[src/rtl/waveform_dm_pkg.sv]
// Shared types, field layouts and helpers for the waveform BRAM datamover
// command/status path.
package waveform_dm_pkg;

  localparam int unsigned ADDR_W = 32;
  localparam int unsigned BTT_W  = 23;
  localparam int unsigned TAG_W  = 4;
  localparam int unsigned CMD_W  = 72;
  localparam int unsigned STS_W  = 8;
  localparam int unsigned ERR_W  = 4;

  // Error code bits reported on *_error alongside *_done
  localparam logic [ERR_W-1:0] ERR_STATUS   = 4'b0001;
  localparam logic [ERR_W-1:0] ERR_TAG      = 4'b0010;
  localparam logic [ERR_W-1:0] ERR_TIMEOUT  = 4'b0100;
  localparam logic [ERR_W-1:0] ERR_ZERO_BTT = 4'b1000;

  // DataMover command word, MSB first
  typedef struct packed {
    logic [3:0]        rsvd;
    logic [TAG_W-1:0]  tag;
    logic [ADDR_W-1:0] saddr;
    logic              drr;
    logic              eof;
    logic [5:0]        dsa;
    logic              type_incr;
    logic [BTT_W-1:0]  btt;
  } dm_cmd_t;

  // DataMover status beat, MSB first
  typedef struct packed {
    logic             okay;
    logic             slverr;
    logic             decerr;
    logic             interr;
    logic [TAG_W-1:0] tag;
  } dm_sts_t;

  typedef enum logic [1:0] {
    ST_IDLE,
    ST_CMD,
    ST_STS
  } dm_state_e;

  function automatic dm_cmd_t dm_cmd_pack(input logic [ADDR_W-1:0] saddr,
                                          input logic [BTT_W-1:0]  btt,
                                          input logic [TAG_W-1:0]  tag);
    dm_cmd_t cmd;
    cmd           = '0;
    cmd.btt       = btt;
    cmd.type_incr = 1'b1;
    cmd.eof       = 1'b1;
    cmd.saddr     = saddr;
    cmd.tag       = tag;
    return cmd;
  endfunction

endpackage

[src/rtl/waveform_dm_cmd_ctrl_channel.sv]
// One datamover channel: issues a command per request, waits for the status
// beat (or a timeout) and reports completion with an error code.
module dm_cmd_channel
  import waveform_dm_pkg::*;
#(
  parameter logic [ADDR_W-1:0] BASE_ADDR = '0,
  parameter int unsigned       TIMEOUT   = 65535
) (
  input  logic              clk,
  input  logic              aresetn,
  input  logic              req,
  input  logic [ADDR_W-1:0] addr,
  input  logic [BTT_W-1:0]  btt,
  output logic              busy,
  output logic              done,
  output logic [ERR_W-1:0]  error,
  output logic [CMD_W-1:0]  cmd_tdata,
  output logic              cmd_tvalid,
  input  logic              cmd_tready,
  input  logic [STS_W-1:0]  sts_tdata,
  input  logic              sts_tvalid,
  output logic              sts_tready
);

  localparam int unsigned TMR_W = 32;

  dm_state_e         state, state_n;
  dm_cmd_t           cmd_q, cmd_n;
  logic [TAG_W-1:0]  tag_q, tag_n;
  logic [TMR_W-1:0]  tmr_q, tmr_n;
  logic              busy_n, done_n, cmd_tvalid_n, sts_tready_n;
  logic [ERR_W-1:0]  error_n, sts_err;
  dm_sts_t           sts;

  assign sts       = dm_sts_t'(sts_tdata);
  assign cmd_tdata = CMD_W'(cmd_q);

  // Status beat decode against the tag that was issued
  always_comb begin
    sts_err = '0;
    if (!sts.okay || sts.slverr || sts.decerr || sts.interr) sts_err = sts_err | ERR_STATUS;
    if (sts.tag != cmd_q.tag)                                sts_err = sts_err | ERR_TAG;
  end

  always_ff @(posedge clk) begin
    if (!aresetn) begin
      state      <= ST_IDLE;
      cmd_q      <= '0;
      tag_q      <= '0;
      tmr_q      <= '0;
      busy       <= 1'b0;
      done       <= 1'b0;
      error      <= '0;
      cmd_tvalid <= 1'b0;
      sts_tready <= 1'b0;
    end else begin
      state      <= state_n;
      cmd_q      <= cmd_n;
      tag_q      <= tag_n;
      tmr_q      <= tmr_n;
      busy       <= busy_n;
      done       <= done_n;
      error      <= error_n;
      cmd_tvalid <= cmd_tvalid_n;
      sts_tready <= sts_tready_n;
    end
  end

  // Next state and next registered outputs
  always_comb begin
    state_n      = state;
    cmd_n        = cmd_q;
    tag_n        = tag_q;
    tmr_n        = tmr_q;
    busy_n       = 1'b0;
    done_n       = 1'b0;
    error_n      = '0;
    cmd_tvalid_n = 1'b0;
    sts_tready_n = 1'b0;

    unique case (state)
      ST_IDLE: begin
        if (req) begin
          if (btt != '0) begin
            state_n      = ST_CMD;
            cmd_n        = dm_cmd_pack(ADDR_W'(BASE_ADDR + addr), btt, tag_q);
            cmd_tvalid_n = 1'b1;
            busy_n       = 1'b1;
          end else begin
            done_n  = 1'b1;
            error_n = ERR_ZERO_BTT;
          end
        end
      end
      ST_CMD: begin
        busy_n = 1'b1;
        if (cmd_tready) begin
          state_n      = ST_STS;
          tag_n        = tag_q + TAG_W'(1);
          tmr_n        = '0;
          sts_tready_n = 1'b1;
        end else begin
          cmd_tvalid_n = 1'b1;
        end
      end
      ST_STS: begin
        // A status beat in the same cycle as the timeout wins
        if (sts_tvalid) begin
          state_n = ST_IDLE;
          done_n  = 1'b1;
          error_n = sts_err;
        end else if (tmr_q == TMR_W'(TIMEOUT)) begin
          state_n = ST_IDLE;
          done_n  = 1'b1;
          error_n = ERR_TIMEOUT;
        end else begin
          tmr_n        = tmr_q + TMR_W'(1);
          busy_n       = 1'b1;
          sts_tready_n = 1'b1;
        end
      end
      default: state_n = ST_IDLE;
    endcase
  end

endmodule

[src/rtl/waveform_dm_cmd_ctrl.sv]
// Load (S2MM) and playback (MM2S) command issuers for the waveform BRAM
// datamover, plus a sticky datamover error flag.
module waveform_dm_cmd_ctrl
  import waveform_dm_pkg::*;
#(
  parameter logic [ADDR_W-1:0] BASE_ADDR = 32'h0000_0000,
  parameter int unsigned       TIMEOUT   = 65535
) (
  input  logic              clk_in1,
  input  logic              aresetn,
  input  logic              wr_req,
  input  logic [ADDR_W-1:0] wr_addr,
  input  logic [BTT_W-1:0]  wr_btt,
  output logic              wr_busy,
  output logic              wr_done,
  output logic [ERR_W-1:0]  wr_error,
  input  logic              rd_req,
  input  logic [ADDR_W-1:0] rd_addr,
  input  logic [BTT_W-1:0]  rd_btt,
  output logic              rd_busy,
  output logic              rd_done,
  output logic [ERR_W-1:0]  rd_error,
  output logic [CMD_W-1:0]  m_axis_s2mm_cmd_tdata,
  output logic              m_axis_s2mm_cmd_tvalid,
  input  logic              m_axis_s2mm_cmd_tready,
  input  logic [STS_W-1:0]  s_axis_s2mm_sts_tdata,
  input  logic              s_axis_s2mm_sts_tkeep,
  input  logic              s_axis_s2mm_sts_tlast,
  input  logic              s_axis_s2mm_sts_tvalid,
  output logic              s_axis_s2mm_sts_tready,
  output logic [CMD_W-1:0]  m_axis_mm2s_cmd_tdata,
  output logic              m_axis_mm2s_cmd_tvalid,
  input  logic              m_axis_mm2s_cmd_tready,
  input  logic [STS_W-1:0]  s_axis_mm2s_sts_tdata,
  input  logic              s_axis_mm2s_sts_tkeep,
  input  logic              s_axis_mm2s_sts_tlast,
  input  logic              s_axis_mm2s_sts_tvalid,
  output logic              s_axis_mm2s_sts_tready,
  input  logic              s2mm_err,
  input  logic              mm2s_err,
  output logic              dm_err_sticky
);

  // Status is always a single beat, so keep/last carry no information
  logic unused_sts_sideband;
  assign unused_sts_sideband = &{1'b0, s_axis_s2mm_sts_tkeep, s_axis_s2mm_sts_tlast,
                                 s_axis_mm2s_sts_tkeep, s_axis_mm2s_sts_tlast};

  dm_cmd_channel #(.BASE_ADDR(BASE_ADDR), .TIMEOUT(TIMEOUT)) u_s2mm (
    .clk        (clk_in1),
    .aresetn    (aresetn),
    .req        (wr_req),
    .addr       (wr_addr),
    .btt        (wr_btt),
    .busy       (wr_busy),
    .done       (wr_done),
    .error      (wr_error),
    .cmd_tdata  (m_axis_s2mm_cmd_tdata),
    .cmd_tvalid (m_axis_s2mm_cmd_tvalid),
    .cmd_tready (m_axis_s2mm_cmd_tready),
    .sts_tdata  (s_axis_s2mm_sts_tdata),
    .sts_tvalid (s_axis_s2mm_sts_tvalid),
    .sts_tready (s_axis_s2mm_sts_tready)
  );

  dm_cmd_channel #(.BASE_ADDR(BASE_ADDR), .TIMEOUT(TIMEOUT)) u_mm2s (
    .clk        (clk_in1),
    .aresetn    (aresetn),
    .req        (rd_req),
    .addr       (rd_addr),
    .btt        (rd_btt),
    .busy       (rd_busy),
    .done       (rd_done),
    .error      (rd_error),
    .cmd_tdata  (m_axis_mm2s_cmd_tdata),
    .cmd_tvalid (m_axis_mm2s_cmd_tvalid),
    .cmd_tready (m_axis_mm2s_cmd_tready),
    .sts_tdata  (s_axis_mm2s_sts_tdata),
    .sts_tvalid (s_axis_mm2s_sts_tvalid),
    .sts_tready (s_axis_mm2s_sts_tready)
  );

  always_ff @(posedge clk_in1) begin
    if (!aresetn) dm_err_sticky <= 1'b0;
    else          dm_err_sticky <= dm_err_sticky | s2mm_err | mm2s_err;
  end

endmodule

[config.mk]
export PLATFORM = sky130hd
export DESIGN_NAME = waveform_dm_cmd_ctrl
export DESIGN_NICKNAME = d
export VERILOG_FILES = /design/src/rtl/waveform_dm_pkg.sv /design/src/rtl/waveform_dm_cmd_ctrl_channel.sv /design/src/rtl/waveform_dm_cmd_ctrl.sv
export SDC_FILE = /design/constraint.sdc
export NUM_CORES = 1
export LEC_CHECK = 0
export BUFFER_PORTS_ARGS = -buffer_cell sky130_fd_sc_hd__buf_4
export CORE_UTILIZATION = 52
export CTS_CLUSTER_DIAMETER = 40
export DETAILED_ROUTE_END_ITERATION = 8
export GPL_TIMING_DRIVEN = 0
export PLACE_DENSITY = 0.87
export RECOVER_POWER = 25
export SETUP_SLACK_MARGIN = 0.05
export SLEW_MARGIN = 25
export SYNTH_ARGS = -nofsm -noshare
export SYNTH_HDL_FRONTEND = slang
export SYNTH_HIERARCHICAL = 1
export SYNTH_SLANG_ARGS = --single-unit
[constraint.sdc]
create_clock -name clk_in1 -period 2.7 [get_ports clk_in1]
set_clock_uncertainty 0.05 [all_clocks]
set_input_delay 0.27 -clock clk_in1 [delete_from_list [all_inputs] [get_ports clk_in1]]
set_output_delay 0.27 -clock clk_in1 [all_outputs]
set_load 0.01 [all_outputs]
==> flow_summary.json <==
{
  "status": "finished, violations left",
  "violations": "DRC, setup timing",
  "first_iter_violations": 1447,
  "place_ws_ns": 0.00566,
  "cap_violations": 0,
  "drc_errors": 30,
  "cts_buffer_depth": 3,
  "numCtsBuffers": 30,
  "peakVddDrop_uv": 565,
  "start_util_pct": 53.4,
  "worst_slack_ns": -0.0962,
  "max_freq_ghz": 0.358,
  "cts-root-buf": "clkbuf_16",
  "rows": 49,
  "area_growth_pct": 45.7,
  "ff2ff_setup_slack_ns": 0.04,
  "syn_avg_cell_area_um2": 9.20,
  "worstRegToRegCells": 8,
  "p_leak_nw": 6.30,
  "grt_usage_pct": 40.9,
  "power_density_nw_per_um2": 734,
  "firstDrtPassIters": 8,
  "slew_viol_final": 0,
  "setup_viol": 3,
  "die_area_um2": 19100,
  "wire_per_inst_um": 23.4,
  "criticalPathCategory": "in -> reg",
  "synthArstFlopShare_pct": 0,
  "r2r_end": "u_s2mm/tmr_q[22]$_SDFFE_PN0P_",
  "worst_slew_pin_slew_ns": 0.940,
  "synth_edf_count": 0,
  "nets": 1652,
  "syn_area_um2": 9650,
  "endpoint": "u_s2mm/cmd_tdata[59]$_SDFFE_PN0P_",
  "synth_compound_area_share_pct": 13.3,
  "synth_fa_ha_area_share_pct": 1.56,
  "critPathRequiredTime_ns": 3.07,
  "critPathLaunchType": "primary input",
  "min_path_type": "in -> reg",
  "clock_latency_ns": 0.57,
  "gp_congestion": 0.939,
  "dp_hpwl_um": 21800,
  "clkSinkCount": 213,
  "r2r_start": "u_s2mm/state[1]$_SDFFE_PN0P_",
  "drt_wl_total_um": 40900,
  "antenna_found_initial": 1,
  "muxShareOfSynthArea_pct": 13.8,
  "synth-seq-cells": 213,
  "layout-drive-gt1-share_pct": 21.3,
  "grt_first_pass_wirelength_um": 61400,
  "fp.dieH_um": 138,
  "cp_max_fo": 10,
  "yosysUniqueCellTypes": 76,
  "period_needed_ns": 2.80,
  "rsz0062_at_grt": "true",
  "portBuffers": 272,
  "io_pins": 301,
  "grt_pass1_vias": 11300,
  "synth_top_family_by_area": "simple AND/OR/NAND/NOR gates",
  "core_um2": 18100,
  "dr_total_vias": 11100,
  "fin_hold_ws_ns": 0.0315,
  "hold_violations": 0,
  "antenna_left": 0,
  "relSlewSlack_pct": 36.9,
  "overflow": 0,
  "fin_crit_sh_pct": 104,
  "yosysSeqAreaShare_pct": 44.2,
  "grt_start_max_net_pins": 17,
  "cp-end-kind": "register",
  "synth-simple-area-share_pct": 20.4,
  "cts_max_level": 1,
  "cts.clk_slew.worst_paths_ns": 0.07,
  "via_per_inst": 6.34,
  "dieWidth_um": 138,
  "ys_warn_count": 6,
  "synthFlopType": "dfxtp_1",
  "synth-xor-area-share_pct": 1.09,
  "arrival_ns": 3.17,
  "synthCells": 1049,
  "cts_tree": "built",
  "setup-tns-final_ns": -0.135,
  "startpoint": "wr_btt[17]"
}
==> repair_timing <==
item | CTS | global route
endpoints found under the setup margin | 8 | 94
setup buffers | 0 | 4
hold endpoints to repair | 118 | 2
cloned | 0 | 0
hold buffers | 121 | 2
resized for setup | 2 | 20
pin swaps | 0 | 1
==> where the power goes <==
| part | switching (mW) | internal, mW |
|---|---|---|
| Combinational | 1.57 | 1.06 |
| Sequential | 0.228 | 3.42 |
| Clock | 1.61 | 2.43 |
==> flip-flops by register name, summed over array words and instances (netlist names) <==
signal / count
u_s2mm/done: 1
u_s2mm/cmd_tdata: 60
u_mm2s/error: 4
u_mm2s/done: 1
u_s2mm/sts_tready: 1
u_s2mm/state: 2
u_mm2s/cmd_tvalid: 1
u_s2mm/cmd_tvalid: 1
u_mm2s/tag_q: 4
u_mm2s/sts_tready: 1
dm_err_sticky: 1
u_s2mm/error: 4
u_s2mm/tmr_q: 32
u_mm2s/state: 2
u_mm2s/tmr_q: 32
u_mm2s/busy: 1
u_s2mm/tag_q: 4
u_s2mm/busy: 1
u_mm2s/cmd_tdata: 60
==> placed cells by master, fill, tap and decap left out, types with 6 or more instances in the layout <==
| cell | n |
|---|---|
| nand2_1 | 70 |
| nand4_1 | 26 |
| conb_1 | 22 |
| dlygate4sd3_1 | 123 |
| dfxtp_1 | 213 |
| o22a_1 | 13 |
| or4_1 | 6 |
| a31oi_1 | 17 |
| nand2b_1 | 8 |
| ha_1 | 12 |
| xnor2_1 | 8 |
| clkbuf_16 | 30 |
| nand3_1 | 38 |
| buf_4 | 215 |
| a21oi_1 | 45 |
| o211ai_1 | 6 |
| a211oi_1 | 6 |
| and2_1 | 11 |
| mux2i_1 | 131 |
| clkbuf_1 | 120 |
| nor2_1 | 155 |
| o211a_1 | 6 |
| nor3_1 | 14 |
| buf_2 | 20 |
| o21a_1 | 8 |
| o21ai_0 | 7 |
| inv_1 | 18 |
| nor4_1 | 32 |
| and3_1 | 9 |
==> critical path, stage by stage <==
cell and delay [ns]:
dlygate4sd3_1 0.55, buf_4 0.15, nor4_1 0.46, nand4_1 0.31, o21bai_1 0.26, buf_2 0.26, clkbuf_4 0.32, mux2i_1 0.43
nor2_1 0.16
==> final cells by class <==
type | instances | area [µm²]
multi-input combinational | 751 | 4970
sequential | 213 | 4260
fill | 1106 | 4020
timing repair buffer | 399 | 2980
clock buffer | 37 | 807
buffer | 87 | 482
tap | 229 | 287
clock inverter | 15 | 206
inverter | 18 | 67.6
antenna | 1 | 2.50
==> stage by stage <==
step           area (µm²)  total power, mW  instances  util (%)
6_report            14100             10.3       1750      77.8
5_1_grt             14100             10.6       1750      77.8
4_1_cts             14300             9.96       1743      79.0
3_5_place_dp        12100             5.89       1570      66.7
3_3_place_gp        12100             5.83       1570      66.7
2_1_floorplan        9730             4.98       1069         -
==> logic make-up after synthesis <==
| logic type | Yosys count |
|---|---|
| DFF | 213 |
| adders and majority gates | 12 |
| xor gates and xnor gates | 12 |
| and+or+nand+nor | 399 |
| muxes | 133 |
| AOI/OAI and AO/OA | 173 |
| buffers and inverters | 105 |
| other | 2 |
==> metal layers <==
metal	wire, µm	GRT usage, %	share of wire [%]
met1	13300	39.7	32
met2	19800	73.1	48
met3	3690	9.28	9.0
met4	4130	37.1	10
met5	0	0	0
==> cell usage after synthesis, types with 3 or more instances <==
cell type | number | area share (%)
and4_1 | 4 | 0.36
a22oi_1 | 3 | 0.23
and3_1 | 9 | 0.58
o2111ai_1 | 4 | 0.36
mux2i_1 | 131 | 14
o31a_1 | 4 | 0.36
nor4b_1 | 3 | 0.27
xor2_1 | 4 | 0.36
a21o_1 | 5 | 0.39
a31oi_1 | 17 | 1.1
nand2_1 | 71 | 2.8
a21oi_1 | 45 | 2.3
buf_2 | 22 | 1.1
or4_1 | 6 | 0.47
o211ai_1 | 6 | 0.47
o211a_1 | 6 | 0.62
nor2_1 | 156 | 6.1
o22a_1 | 13 | 1.2
dfxtp_1 | 213 | 44
a2111o_1 | 3 | 0.35
o311ai_0 | 5 | 0.45
or3_1 | 3 | 0.19
o41ai_1 | 3 | 0.27
nor3_1 | 16 | 0.83
a21boi_1 | 3 | 0.23
nand3_1 | 38 | 2.0
a211o_1 | 3 | 0.27
a31o_2 | 4 | 0.36
nor4_1 | 34 | 2.2
nand2b_1 | 8 | 0.52
ha_1 | 12 | 1.6
clkbuf_1 | 34 | 1.3
buf_4 | 27 | 2.1
a211oi_1 | 6 | 0.47
nand4_1 | 26 | 1.7
o21ai_0 | 7 | 0.36
o21a_1 | 8 | 0.62
inv_1 | 18 | 0.70
xnor2_1 | 8 | 0.73
and2_1 | 11 | 0.71
a21boi_0 | 3 | 0.23
==> worst min-delay path by stage <==
stage,startpoint,cells past startpoint,to
after floorplan,s_axis_mm2s_sts_tvalid,1,u_mm2s/error[2]$_SDFF_PN0_
after global placement,u_s2mm/cmd_tdata[23]$_SDFFE_PN0P_,2,u_s2mm/cmd_tdata[23]$_SDFFE_PN0P_
final,s_axis_s2mm_sts_tdata[3],3,u_s2mm/error[1]$_SDFF_PN0_
after CTS,rd_btt[18],3,u_mm2s/cmd_tdata[18]$_SDFFE_PN0P_
after global routing,s_axis_s2mm_sts_tdata[3],3,u_s2mm/error[1]$_SDFF_PN0_
after detailed placement,u_s2mm/cmd_tdata[23]$_SDFFE_PN0P_,2,u_s2mm/cmd_tdata[23]$_SDFFE_PN0P_
Power figures use the tool's default switching activity.
